### src/rtl/divider_pkg.sv
// Shared types and defaults for the sequential restoring divider.
package divider_pkg;

    localparam int DEFAULT_WIDTH = 8;

    typedef enum logic [1:0] {
        IDLE = 2'd0,
        RUN  = 2'd1,
        DONE = 2'd2
    } state_t;

endpackage

### src/rtl/sub_borrow_w.sv
// Ripple-borrow subtractor: diff = x - y, bout high when x < y.
module sub_borrow_w #(
    parameter int W = 9
) (
    input  logic [W-1:0] x,
    input  logic [W-1:0] y,
    output logic [W-1:0] diff,
    output logic         bout
);

    logic [W:0] bw;

    assign bw[0] = 1'b0;

    // Each stage mirrors a full adder with borrow in place of carry.
    for (genvar i = 0; i < W; i++) begin : g_bit
        assign diff[i]  = x[i] ^ y[i] ^ bw[i];
        assign bw[i+1]  = (~x[i] & y[i]) | (~(x[i] ^ y[i]) & bw[i]);
    end

    assign bout = bw[W];

endmodule

### src/rtl/divider_8.sv
// Sequential unsigned restoring divider, one quotient bit per clock.
module divider_8
    import divider_pkg::*;
#(
    parameter int WIDTH = DEFAULT_WIDTH
) (
    input  logic             clk,
    input  logic             rst,
    input  logic             start,
    input  logic [WIDTH-1:0] a,
    input  logic [WIDTH-1:0] b,
    output logic             busy,
    output logic             done,
    output logic [WIDTH-1:0] quotient,
    output logic [WIDTH-1:0] remainder,
    output logic             div_zero
);

    localparam int CW = $clog2(WIDTH + 1);

    state_t           state, state_nxt;
    logic [WIDTH:0]   r;
    logic [WIDTH-1:0] q;
    logic [WIDTH-1:0] b_reg;
    logic [CW-1:0]    count;

    logic [WIDTH:0]   shifted;
    logic [WIDTH:0]   trial;
    logic             borrow;
    logic [WIDTH:0]   r_next;
    logic [WIDTH-1:0] q_next;
    logic             accept;
    logic             last_step;

    assign shifted   = {r[WIDTH-1:0], q[WIDTH-1]};
    assign r_next    = borrow ? shifted : trial;
    assign q_next    = {q[WIDTH-2:0], ~borrow};
    assign accept    = start && (state == IDLE || state == DONE);
    assign last_step = (state == RUN) && (count == CW'(1));

    sub_borrow_w #(.W(WIDTH + 1)) u_sub (
        .x   (shifted),
        .y   ({1'b0, b_reg}),
        .diff(trial),
        .bout(borrow)
    );

    always_ff @(posedge clk or posedge rst) begin
        if (rst) state <= IDLE;
        else     state <= state_nxt;
    end

    always_comb begin
        state_nxt = state;
        case (state)
            IDLE, DONE: begin
                if (start) state_nxt = (b == '0) ? DONE : RUN;
                else       state_nxt = IDLE;
            end
            RUN:     if (count == CW'(1)) state_nxt = DONE;
            default: state_nxt = IDLE;
        endcase
    end

    // Results only move at completion; a divide-by-zero completes at the accept edge.
    always_ff @(posedge clk or posedge rst) begin
        if (rst) begin
            r         <= '0;
            q         <= '0;
            b_reg     <= '0;
            count     <= '0;
            quotient  <= '0;
            remainder <= '0;
            div_zero  <= 1'b0;
        end else if (accept) begin
            b_reg <= b;
            r     <= '0;
            if (b == '0) begin
                q         <= '0;
                count     <= '0;
                quotient  <= '1;
                remainder <= a;
                div_zero  <= 1'b1;
            end else begin
                q     <= a;
                count <= CW'(WIDTH);
            end
        end else if (state == RUN) begin
            r     <= r_next;
            q     <= q_next;
            count <= count - 1'b1;
            if (last_step) begin
                quotient  <= q_next;
                remainder <= r_next[WIDTH-1:0];
                div_zero  <= 1'b0;
            end
        end
    end

    assign busy = (state == RUN);
    assign done = (state == DONE);

endmodule
### config.mk
export PLATFORM = sky130hd
export DESIGN_NAME = divider_8
export DESIGN_NICKNAME = d
export VERILOG_FILES = /design/src/rtl/divider_pkg.sv /design/src/rtl/sub_borrow_w.sv /design/src/rtl/divider_8.sv
export SDC_FILE = /design/constraint.sdc
export NUM_CORES = 1
export LEC_CHECK = 0
export ABC_AREA = 1
export CAP_MARGIN = 20
export CELL_PAD_IN_SITES_DETAIL_PLACEMENT = 0
export CELL_PAD_IN_SITES_GLOBAL_PLACEMENT = 1
export CORE_UTILIZATION = 40
export CTS_CLUSTER_SIZE = 40
export DETAILED_ROUTE_END_ITERATION = 16
export GPL_TIMING_DRIVEN = 0
export PLACE_DENSITY_LB_ADDON = 0.1
export REMOVE_ABC_BUFFERS = 1
export SYNTH_ARGS = -nofsm -noshare
export SYNTH_HDL_FRONTEND = slang
export SYNTH_HIERARCHICAL = 1
export SYNTH_SLANG_ARGS = --single-unit
### constraint.sdc
create_clock -name clk -period 4.96 [get_ports clk]
set_input_delay 0.992 -clock clk [delete_from_list [all_inputs] [get_ports clk]]
set_output_delay 0.992 -clock clk [all_outputs]
set_load 0.05 [all_outputs]
# --- Yosys cells after proc, flatten, opt, wreduce, memory -nomap -nowiden ---
# Cells that the tools add are included.
totals:
  register_bits: 47
op_classes:
  n_addsub: 1
  eq_ne: 5
  muxes: 25
  reduce_logical: 9
  bitwise: 55
ops:
  columns: ["operator", "count"]
  rows:
  - ["8-bit 2-to-1 mux", 14]
  - ["1-bit NOT", 17]
  - ["1-bit AND", 16]
  - ["1-bit bitwise XOR", 15]
  - ["4-bit 2-to-1 mux", 3]
  - ["8-bit logical NOT", 1]
  - ["1-bit bitwise OR", 7]
  - ["2-bit 2-to-1 mux", 3]
  - ["4-bit by 1-bit equality test with 1-bit output (second input constant)", 1]
  - ["1-bit 2-to-1 mux", 4]
  - ["2-bit by 1-bit inequality test with 1-bit output (second input constant)", 2]
  - ["2-bit one-hot mux with 2 select lines", 1]
  - ["2-bit nonzero test", 2]
  - ["4-bit by 1-bit subtractor with 4-bit output (second input constant)", 1]
  - ["3-bit AND reduction", 1]
  - ["2-bit by 1-bit equality test with 1-bit output (second input constant)", 1]
  - ["2-bit equality test (second input constant)", 1]
  - ["1-bit logical AND", 2]
  - ["2-bit logical NOT", 1]
  - ["2-bit OR reduction", 1]
  - ["1-bit logical OR", 1]

# --- Depth between registers and ports, before layout ---
logic_depth:
  word_depth: 21
  ltp_mapped: 22
  mapped_depth_nobuf: 21

# --- Hierarchy ---
# The synthesis kept the hierarchy.
by_module_without_submodules:
  columns: ["module", "area_per_inst_um2", "n_inst", "seq_area_each_um2", "cells_each"]
  rows:
  - ["divider_8", 2299.7, 1, 1176.1, 282]
  - ["sub_borrow_w", 247.7, 1, 0.0, 29]

# --- Worst setup path before layout ---
# No wires, ideal clock.
synth_path:
  kind: "reg2reg"
  startpoint: "register b_reg[0]"
  endpoint: "register remainder[2]"
  setup_time_ns: 0.067
  period_less_slack_ns: 3.929
  t_arrival_ns: 3.862
  slack_ns: 1.031
  stages_incl_launch_ff: 22
  n_path_buf: 1
  cell_sequence: "dfrtp_1 > ha_1 > inv_1 > fa_1 > inv_1 > fa_1 > fa_1 > fa_1 > fa_1 > fa_1 > fa_1 > inv_1 > fa_1 > inv_1 > buf_4 > clkinv_1 > nand2_1 > nand2_1 > nand2_1 > nand2_1 > nand3_1 > nand2_1"
synth_via:
  elab_chain_len: 20
  elab_cells_between_ends: 21
  cone_classes: "4 x mux; 17 x bitwise"
synth_rtl:
  columns: ["element", "line_no", "text"]
  rows:
  - ["from (decl)", "divider_8.sv:24", "logic [WIDTH-1:0] b_reg;"]
  - ["from (signal assigned)", "divider_8.sv:70", "b_reg <= '0;"]
  - ["from (signal assigned)", "divider_8.sv:76", "b_reg <= b;"]
  - ["1-bit AND (2 in a row)", "sub_borrow_w.sv:18", "assign bw[i+1] = (~x[i] & y[i]) | (~(x[i] ^ y[i]) & bw[i]);"]
  - ["1-bit bitwise OR", "sub_borrow_w.sv:18", null]
  - ["1-bit AND", "sub_borrow_w.sv:18", null]
  - ["1-bit bitwise OR", "sub_borrow_w.sv:18", null]
  - ["1-bit AND", "sub_borrow_w.sv:18", null]
  - ["1-bit bitwise OR", "sub_borrow_w.sv:18", null]
  - ["1-bit AND", "sub_borrow_w.sv:18", null]
  - ["1-bit bitwise OR", "sub_borrow_w.sv:18", null]
  - ["[... 4 more ...]", null, null]
  - ["1-bit AND", "sub_borrow_w.sv:18", null]
  - ["1-bit bitwise OR", "sub_borrow_w.sv:18", null]
  - ["1-bit AND", "sub_borrow_w.sv:18", null]
  - ["via borrow", "divider_8.sv:29", "logic borrow;"]
  - ["8-bit 2-to-1 mux", "divider_8.sv:36", "assign r_next = borrow ? shifted : trial;"]
  - ["8-bit 2-to-1 mux", "divider_8.sv:92", "if (last_step) begin"]
  - ["8-bit 2-to-1 mux", "divider_8.sv:88", "end else if (state == RUN) begin"]
  - ["8-bit 2-to-1 mux", "divider_8.sv:75", "end else if (accept) begin"]
  - ["to (signal assigned)", "divider_8.sv:94", "remainder <= r_next[WIDTH-1:0];"]
  - ["to (decl)", "divider_8.sv:15", "output logic [WIDTH-1:0] remainder,"]
# The timed path passes the listed nets, and every way through them passes these cells. The select of a mux whose other input is x is not followed.
# A chain may end at the register's enable or synchronous reset.

# --- Worst setup path after layout ---
layout_path:
  startpoint: "register q[7]"
  endpoint: "register remainder[3]"
layout_via:
  elab_chain_len: 21
  elab_cells_between_ends: 22
  cone_classes: "4 x mux; 18 x bitwise"
layout_rtl:
  columns: ["element", "line_no", "text"]
  rows:
  - ["from (decl)", "divider_8.sv:23", "logic [WIDTH-1:0] q;"]
  - ["from (signal assigned)", "divider_8.sv:90", "q <= q_next;"]
  - ["1-bit NOT", "sub_borrow_w.sv:18", null]
  - ["1-bit AND (2 in a row)", "sub_borrow_w.sv:18", null]
  - ["1-bit bitwise OR", "sub_borrow_w.sv:18", null]
  - ["1-bit AND", "sub_borrow_w.sv:18", null]
  - ["1-bit bitwise OR", "sub_borrow_w.sv:18", null]
  - ["1-bit AND", "sub_borrow_w.sv:18", null]
  - ["1-bit bitwise OR", "sub_borrow_w.sv:18", null]
  - ["1-bit AND", "sub_borrow_w.sv:18", null]
  - ["[... 5 more ...]", null, null]
  - ["1-bit AND", "sub_borrow_w.sv:18", null]
  - ["1-bit bitwise OR", "sub_borrow_w.sv:18", null]
  - ["1-bit AND", "sub_borrow_w.sv:18", null]
  - ["via borrow", "divider_8.sv:29", null]
  - ["8-bit 2-to-1 mux", "divider_8.sv:36", null]
  - ["8-bit 2-to-1 mux", "divider_8.sv:92", null]
  - ["8-bit 2-to-1 mux", "divider_8.sv:88", null]
  - ["8-bit 2-to-1 mux", "divider_8.sv:75", null]
# The timed path passes the listed nets, and every way through them passes these cells. The select of a mux whose other input is x is not followed.

==> impl_metrics.json <==
{
  "power_leakage_nw": 1.58,
  "num_vias": 2050,
  "clockBufferDepth": 2,
  "wl_per_cell_um": 13.6,
  "final_cells": 421,
  "via_per_inst": 4.87,
  "hold_path.class": "register to register",
  "design.core.area_um2": 6030,
  "grt-ovfl-total": 0,
  "insertion_delay_ps": 300,
  "numClockSinks": 47,
  "ff2ff_setup_slack_ps": 500,
  "status": "finished clean",
  "irDropWorstVdd_v": 0.000360,
  "area_growth_pct": 20.3,
  "report.final.slew_viol_count": 0,
  "worst_slew_pin_slew_ps": 524,
  "drtPass1Iterations": 4,
  "post_cts_buffers": 0,
  "fmax_mhz": 224,
  "final_common_cell": "nand2_1",
  "cap_violations": 0,
  "final_cell_mix": "nand2_1, dfrtp_1, clkdlybuf4s50_1",
  "cts.reportedPaths.clkPinSlew_ps": 90,
  "num_antenna_cells": 0,
  "hold_violations": 0,
  "rows": 28,
  "ios": 38,
  "ys_warn_count": 6,
  "num-nets-final": 375,
  "fp.dieW_um": 81.8,
  "hpwl_mm": 3.89,
  "dieArea_um2": 6690,
  "p_total_mw": 2.25,
  "gp_congestion": 0.728,
  "antenna_left": 0,
  "seq_area_frac_synth_pct": 46.2,
  "synth_cell_type_count": 28,
  "initial_core_util_pct": 42.3,
  "dp_cells": 413,
  "critPathRequiredTime_ps": 5200,
  "routed_wl_mm": 5.71,
  "critPathArrivalTime_ps": 4710,
  "yosys.area.top_type": "dfrtp_1",
  "ctsHoldBuffers": 0,
  "cts_made_buffers": 5,
  "synth_top_area_share_pct": 46.2,
  "cts-root-buf": "clkbuf_8",
  "worstSetupStartpointType": "register",
  "syn_avg_cell_area_um2": 8.19,
  "grt_max_degree": 39,
  "grtUsageTotal_pct": 18.9,
  "layout-drive-gt1-share_pct": 8.09,
  "h-tree-depth": 2,
  "slew_headroom_pct": 65.1,
  "grt_pass1_wl_mm": 9.49,
  "portBuffers": 37,
  "tns_ps": 0,
  "whs_ps": 499,
  "ys_ff_latch": 47,
  "critPathKind": "register to register",
  "cts-resized-gates": 0,
  "skew_ps": 3.24,
  "antenna_found_initial": 0,
  "drc": 0,
  "worst_setup_path_end_kind": "register",
  "netlist_instances": 311,
  "power_density_nw_per_um2": 735,
  "cp_max_fo": 10,
  "synth_area_um2": 2550,
  "yosys-top-cells-area": "dfrtp_1, nand2_1, nand3_1",
  "grt_pass1_vias": 1923,
  "drt_iter0_markers": 116,
  "final.min_clock_period_ps": 4460,
  "rsz0062_at_grt": "no",
  "timing.final.crit_share_pct": 90.0,
  "setup_viol": 0,
  "die_h_um": 81.8,
  "cts_tree": "done"
}
## power breakdown
part / leakage [nW] / switching (mW) / internal (mW)
Combinational: 0.945 / 0.821 / 0.442
Clock: 0.0612 / 0.132 / 0.163
Sequential: 0.572 / 0.125 / 0.572
Total: 1.58 / 1.08 / 1.18
## critical path: stages, from the launching register on
cell and delay (ps):
dfrtp_1 410, inv_1 60, ha_1 170, inv_1 60, fa_1 160, inv_1 50, fa_1 380, fa_1 420
fa_1 420, fa_1 390, fa_1 400, fa_1 370, inv_1 70, fa_1 150, inv_1 150, clkinv_1 240
nand2_1 80, nand2_1 60, nand2_1 80, nand2_1 80, nand3_1 100, nand2_1 90
## cell families (layout without fill, tap and decap cells)
group | Yosys count | after routing | synth area share (%)
xor+xnor | 1 | 1 | 0.344
fa+ha+maj | 11 | 11 | 7.76
compound gates | 38 | 38 | 7.96
simple gates | 162 | 162 | 28.2
buf+inv | 51 | 86 | 9.38
other cells | 1 | 1 | 0.147
flops | 47 | 47 | 46.2
## final timing paths
kind	from	to	cells past startpoint
min	b_reg[1]	b_reg[1]	2
max	q[7]	remainder[3]	21
min in group asynchronous	rst	r[4]	2
min reg2reg	b_reg[1]	b_reg[1]	2
max in group asynchronous	rst	quotient[6]	3
max reg2reg	q[7]	remainder[3]	21
## cells in the mapped netlist, drive strengths merged
| library cell | n |
|---|---|
| buf | 11 |
| dfrtp | 47 |
| nand3 | 34 |
| o22ai | 2 |
| fa | 8 |
| o21ai | 26 |
| a21oi | 9 |
| conb | 1 |
| clkinv | 1 |
| nand2 | 111 |
| nand4 | 1 |
| o21bai | 1 |
| xnor2 | 1 |
| nor2 | 16 |
| inv | 39 |
| ha | 3 |
## layout make-up
type	count	area, um2
clock buffer	6	82.6
clock inverter	2	35.0
fill	614	2960
inverter	40	155
multi-input combinational	213	1130
sequential	47	1180
tap	75	93.8
timing repair buffer	38	390
## routing by layer
layer | wire length, um | global-route usage [%] | up-vias
li1 | - | - | 1041
met1 | 2990 | 27.2 | 965
met2 | 2440 | 28.1 | 37
met3 | 212 | 4.44 | 7
met4 | 66 | 5.79 | 0
met5 | 0 | 0 | -
## metrics by stage
step                      util (%)  setup WS [ps]  instance area, um2
after floorplan                  -           1060                2460
after global placement        48.6            549                2930
after detailed placement      48.9            533                2950
after CTS                     50.9            485                3070
after global routing          50.9            207                3070
final                         50.9            495                3070
Power figures use the tool's default switching activity.
